===== src/rtl/pipe_ctrl_pkg.sv =====
// Shared types for the pipeline hazard controller: FSM state encoding and
// the ALU operand-forwarding select codes.
package pipe_ctrl_pkg;

    typedef enum logic [1:0] {
        RUN      = 2'd0,
        MEM_WAIT = 2'd1,
        ERR      = 2'd2
    } state_t;

    localparam logic [1:0] FWD_RF  = 2'b00;
    localparam logic [1:0] FWD_WB  = 2'b01;
    localparam logic [1:0] FWD_MEM = 2'b10;

endpackage


===== src/rtl/pipeline_hazard_ctrl_fwd_sel.sv =====
// Operand forwarding select for one ALU source; the youngest producer
// (EX/MEM) wins over MEM/WB, and x0 is never forwarded.
module fwd_sel
    import pipe_ctrl_pkg::*;
(
    input  logic [4:0] rs,
    input  logic [4:0] exmem_rd,
    input  logic       exmem_reg_write,
    input  logic [4:0] memwb_rd,
    input  logic       memwb_reg_write,
    output logic [1:0] sel
);

    // NOTE: the default assignment first keeps this purely combinational;
    // a path that leaves sel unassigned would infer a latch.
    always_comb begin
        sel = FWD_RF;
        if (exmem_reg_write && (exmem_rd != 5'd0) && (exmem_rd == rs)) begin
            sel = FWD_MEM;
        end else if (memwb_reg_write && (memwb_rd != 5'd0) && (memwb_rd == rs)) begin
            sel = FWD_WB;
        end
    end

endmodule


===== src/rtl/pipeline_hazard_ctrl.sv =====
// Pipeline hazard controller: data-memory wait/timeout FSM, load-use stall,
// branch flush, operand forwarding and stall/flush performance counters.
module pipeline_hazard_ctrl
    import pipe_ctrl_pkg::*;
#(
    parameter int WAIT_TIMEOUT = 255,
    parameter int CNT_W        = 32
) (
    input  logic             clk,
    input  logic             rst_n,
    input  logic [4:0]       id_rs1,
    input  logic [4:0]       id_rs2,
    input  logic             id_uses_rs1,
    input  logic             id_uses_rs2,
    input  logic [4:0]       idex_rs1,
    input  logic [4:0]       idex_rs2,
    input  logic [4:0]       idex_rd,
    input  logic             idex_mem_read,
    input  logic [4:0]       exmem_rd,
    input  logic             exmem_reg_write,
    input  logic [4:0]       memwb_rd,
    input  logic             memwb_reg_write,
    input  logic             ex_branch_taken,
    input  logic             dmem_req,
    input  logic             dmem_ready,
    output logic             pc_stall,
    output logic             ifid_stall,
    output logic             idex_stall,
    output logic             exmem_stall,
    output logic             ifid_flush,
    output logic             idex_flush,
    output logic             memwb_flush,
    output logic [1:0]       fwd_a,
    output logic [1:0]       fwd_b,
    output logic             mem_timeout,
    output logic [CNT_W-1:0] stall_cycles,
    output logic [CNT_W-1:0] flush_count
);

    localparam int WAIT_W = $clog2(WAIT_TIMEOUT + 1);

    state_t            state;
    logic [WAIT_W-1:0] wait_cnt;
    logic              mem_freeze;
    logic              load_use;
    logic              load_use_stall;
    logic              branch_flush;

    // NOTE: sequential state uses non-blocking assignments so every register
    // samples the pre-edge values regardless of statement order.
    always_ff @(posedge clk or negedge rst_n) begin
        if (!rst_n) begin
            state    <= RUN;
            wait_cnt <= '0;
        end else begin
            case (state)
                RUN: begin
                    if (dmem_req && !dmem_ready) begin
                        state    <= MEM_WAIT;
                        wait_cnt <= WAIT_W'(1);
                    end
                end
                MEM_WAIT: begin
                    if (dmem_ready) begin
                        state <= RUN;
                    end else if (wait_cnt == WAIT_W'(WAIT_TIMEOUT)) begin
                        state <= ERR;
                    end else begin
                        wait_cnt <= wait_cnt + WAIT_W'(1);
                    end
                end
                default: state <= ERR;
            endcase
        end
    end

    // ERR keeps the whole pipeline frozen until reset.
    assign mem_freeze  = (state == ERR) || (dmem_req && !dmem_ready);
    assign mem_timeout = (state == ERR);

    assign load_use = idex_mem_read && (idex_rd != 5'd0) &&
                      ((id_uses_rs1 && (id_rs1 == idex_rd)) ||
                       (id_uses_rs2 && (id_rs2 == idex_rd)));

    // Priority: memory freeze > branch flush > load-use. A branch seen during
    // a freeze stays in EX and is flushed once the freeze drops.
    assign branch_flush   = ex_branch_taken && !mem_freeze;
    assign load_use_stall = load_use && !ex_branch_taken && !mem_freeze;

    assign pc_stall    = mem_freeze || load_use_stall;
    assign ifid_stall  = mem_freeze || load_use_stall;
    assign idex_stall  = mem_freeze;
    assign exmem_stall = mem_freeze;
    assign memwb_flush = mem_freeze;
    assign ifid_flush  = branch_flush;
    assign idex_flush  = branch_flush || load_use_stall;

    fwd_sel u_fwd_a (
        .rs              (idex_rs1),
        .exmem_rd        (exmem_rd),
        .exmem_reg_write (exmem_reg_write),
        .memwb_rd        (memwb_rd),
        .memwb_reg_write (memwb_reg_write),
        .sel             (fwd_a)
    );

    fwd_sel u_fwd_b (
        .rs              (idex_rs2),
        .exmem_rd        (exmem_rd),
        .exmem_reg_write (exmem_reg_write),
        .memwb_rd        (memwb_rd),
        .memwb_reg_write (memwb_reg_write),
        .sel             (fwd_b)
    );

    always_ff @(posedge clk or negedge rst_n) begin
        if (!rst_n) begin
            stall_cycles <= '0;
            flush_count  <= '0;
        end else begin
            if (pc_stall && (stall_cycles != '1)) begin
                stall_cycles <= stall_cycles + CNT_W'(1);
            end
            if (branch_flush && (flush_count != '1)) begin
                flush_count <= flush_count + CNT_W'(1);
            end
        end
    end

endmodule


===== config.mk =====
export PLATFORM = sky130hd
export DESIGN_NAME = pipeline_hazard_ctrl
export DESIGN_NICKNAME = d
export VERILOG_FILES = /design/src/rtl/pipe_ctrl_pkg.sv /design/src/rtl/pipeline_hazard_ctrl_fwd_sel.sv /design/src/rtl/pipeline_hazard_ctrl.sv
export SDC_FILE = /design/constraint.sdc
export NUM_CORES = 1
export LEC_CHECK = 0
export CAP_MARGIN = 40
export CORE_MARGIN = 2
export CORE_UTILIZATION = 46
export DETAILED_ROUTE_END_ITERATION = 8
export PLACE_DENSITY_LB_ADDON = 0.3
export SLEW_MARGIN = 10
export SYNTH_ARGS = -nofsm -noshare
export SYNTH_HDL_FRONTEND = slang
export SYNTH_SLANG_ARGS = --single-unit

===== constraint.sdc =====
create_clock -name clk -period 3.05 [get_ports clk]
set_clock_uncertainty 0.2 [all_clocks]
set_input_delay 0.61 -clock clk [delete_from_list [all_inputs] [get_ports clk]]
set_output_delay 0.61 -clock clk [all_outputs]
set_load 0.01 [all_outputs]

==> flow_metrics.tcl <==
set metrics [dict create \
    grt-ovfl-total 0 \
    multi_input_area_um2 2170 \
    first_iter_violations 115 \
    cp.arrival_ns 2.18 \
    antenna_cells 0 \
    crit_path_start "idex_rd[2]" \
    synth_common_cells "74 x dfrtp_1, 53 x xor2_1, 41 x xnor2_1" \
    firstDrtPassIters 4 \
    reg2reg_to "stall_cycles[1]" \
    min_period_ns 2.99 \
    h-tree-depth 3 \
    final_area_um2 5910 \
    endpoint_kind "primary output" \
    yosys.area.top_type "dfrtp_1" \
    grt_start_max_net_pins 47 \
    postSynthAreaPerCell_um2 9.96 \
    crit_required_ns 2.24 \
    fin_nets 610 \
    dp_cells 657 \
    power_switching_mw 0.848 \
    synth_cells 403 \
    ys_ff_latch 74 \
    die_y_um 97.4 \
    hold_ws_ns 0.0735 \
    max_freq_mhz 335 \
    hold_viol 0 \
    drive_gt1_share_pct 16.6 \
    p_clk_share_pct 30.9 \
    p_int_mw 1.94 \
    r2r_start "stall_cycles[0]" \
    fillers 668 \
    cp_slowest_cell "or4_4" \
    worst_slew_pin_slew_ns 0.676 \
    period_share_pct 98.0 \
    rsz0062_at_grt "false" \
    cp_cell_sequence "clkdlybuf4s50_1 -> or4_4 -> o21a_4 -> a31oi_4 -> inv_2 -> clkdlybuf4s15_2" \
    p_seq_share_pct 45.0 \
    drt_drc_violations_left 0 \
    worstSetupStartpointType "primary input" \
    synth_async_sr_flop_share_pct 100 \
    grt_pass1_vias 3507 \
    placementRows 34 \
    wire_per_inst_um 14.9 \
    power_mw 2.79 \
    synthFlopType "dfrtp_1" \
    core_area_um2 8590 \
    drtAntennaViolNets 0 \
    grt_pass1_wl_um 16700 \
    cts_hold_buffers 0 \
    yosysTopAreaCellShare_pct 46.1 \
    power_density_nw_per_um2 472 \
    die_area_um2 9490 \
    r2r_slack_ns 0.54 \
    placed_area_um2 5570 \
    crit_fanout 2 \
    cp_num_buf_inv 3 \
    fin_util_pct 68.8 \
    worstSetupPathType "primary input to primary output" \
    yosysUniqueCellTypes 46 \
    synthesis.area_um2 4010 \
    setup_viol 0 \
    max_cap_violations 0 \
    dpl.hpwl_um 7640 \
    io_buffers 120 \
    p_leak_nw 2.64 \
    min_path_type "primary input to async pin" \
    cts_max_path_buffers 2 \
    vias 3562 \
    die_x_um 97.4 \
    path_clk_slew_ns 0.09 \
    synth_area_leaders "dfrtp_1 46%, xor2_1 12%, xnor2_1 8.9%" \
    ff_latch_area_um2 1850 \
    cp_num_cells 6 \
    peakVddDrop_v 0.000403 \
    switching_share_pct 30.4 \
    place_congestion 0.946 \
    slew_headroom_pct 54.9 \
    synth_edf_count 0 \
    cts_tree "yes" \
    final_cell_count_no_fill 675 \
    synth_nets 451 \
    totalWireLength_um 10100 \
    cts_buffers 9 \
    seq_area_frac_synth_pct 46.1 \
    slew_viol_final 0 \
    cts-root-buf "clkbuf_8" \
    vias_per_cell 5.28 \
    crit_family "buffers and inverters" \
    track_usage_pct 21.5 \
    ios 121 \
    area_growth_pct 47.4 \
    status "completed" \
    max_stage_delay_ns 0.44 \
    start_util_pct 46.7 \
    yosysWarnings 0 \
    clock_latency_ns 0.36 \
    combPwrFrac_pct 24.1 \
    cts.sinks 74 \
    synth.most_common_cell "dfrtp_1" \
    antenna_found_initial 0 \
    worstSetupEndpoint "pc_stall" \
    reg2reg_depth 7 \
]
## state kept, by name, indices dropped and copies added, names as in the netlist
signal	cells
state	2
wait_cnt	8
flush_count	32
stall_cycles	32
## per-stage QoR
stage	setup slack [ns]	TNS, ns
2_1_floorplan	0.337	0
3_3_place_gp	-0.489	-2.49
3_5_place_dp	-0.538	-2.91
4_1_cts	-0.149	-0.289
5_1_grt	0.000225	0
6_report	0.0606	0
## worst min path at each step
stage | from | end | slack [ns] | depth (start not counted)
2_1_floorplan | rst_n | flush_count[0] | 0.11 | 0
3_3_place_gp | flush_count[17] | flush_count[17] | 0.28 | 1
3_5_place_dp | flush_count[17] | flush_count[17] | 0.28 | 1
4_1_cts | rst_n | stall_cycles[4] | 0.1 | 1
5_1_grt | rst_n | stall_cycles[3] | 0.12 | 1
6_report | rst_n | stall_cycles[3] | 0.07 | 1
## power groups by stage
stage               logic, mW  registers (mW)  clock network [mW]
global placement        0.650            1.26                   0
global route            0.740            1.28               0.915
finish                  0.673            1.25               0.861
detailed placement      0.663            1.27                   0
floorplan               0.236            1.28                   0
CTS                     0.670            1.25               0.870
## repair_timing
action,CTS,global route
pin swaps,3,10
gates resized for setup,29,31
gates cloned,0,0
buffers inserted,0,2
setup endpoints to repair,9,7
## cell usage in the layout, fill, tap and decap left out, types with 4 or more instances in the layout
cell	Yosys	layout
dlymetal6s2s_1	0	11
dfrtp_1	74	74
nor3_1	20	20
buf_4	3	30
nand2_1	30	30
inv_1	15	13
or3_1	5	5
xnor2_1	41	39
a21oi_1	5	4
nand3_1	36	36
nand4_1	17	17
xor2_1	53	53
and3_1	6	6
nor2_1	30	30
dlygate4sd2_1	0	4
or4_4	2	7
nor4_1	15	11
o21ai_0	7	5
clkbuf_8	0	9
clkdlybuf4s50_1	0	98
## final cells by class
| cell class | instances | area share, % |
|---|---|---|
| repair buffers | 153 | 24.9 |
| multi-input cells | 308 | 36.7 |
| clock inverters | 7 | 1.73 |
| well taps | 108 | 2.28 |
| inverters | 16 | 1.02 |
| flip-flops and latches | 74 | 31.3 |
| clock buffers | 9 | 2.09 |
## per-layer routing
metal  track usage (%)  wire, µm  up-vias
li1                  -         -     1731
met2              36.2      5010       94
met3              3.81       379       16
met1              28.1      4510     1721
met4              7.48       176        0
met5                 0         0        -
## cells by family after synthesis
family	count (synthesis)	share of synthesized area, %
adders and majority gates	3	0.936
DFF	74	46.1
and+or+nand+nor	187	25.4
AOI/OAI and AO/OA	21	3.84
muxes	3	0.842
buffers and inverters	21	2.31
xor gates and xnor gates	94	20.5
Power figures use the tool's default switching activity.
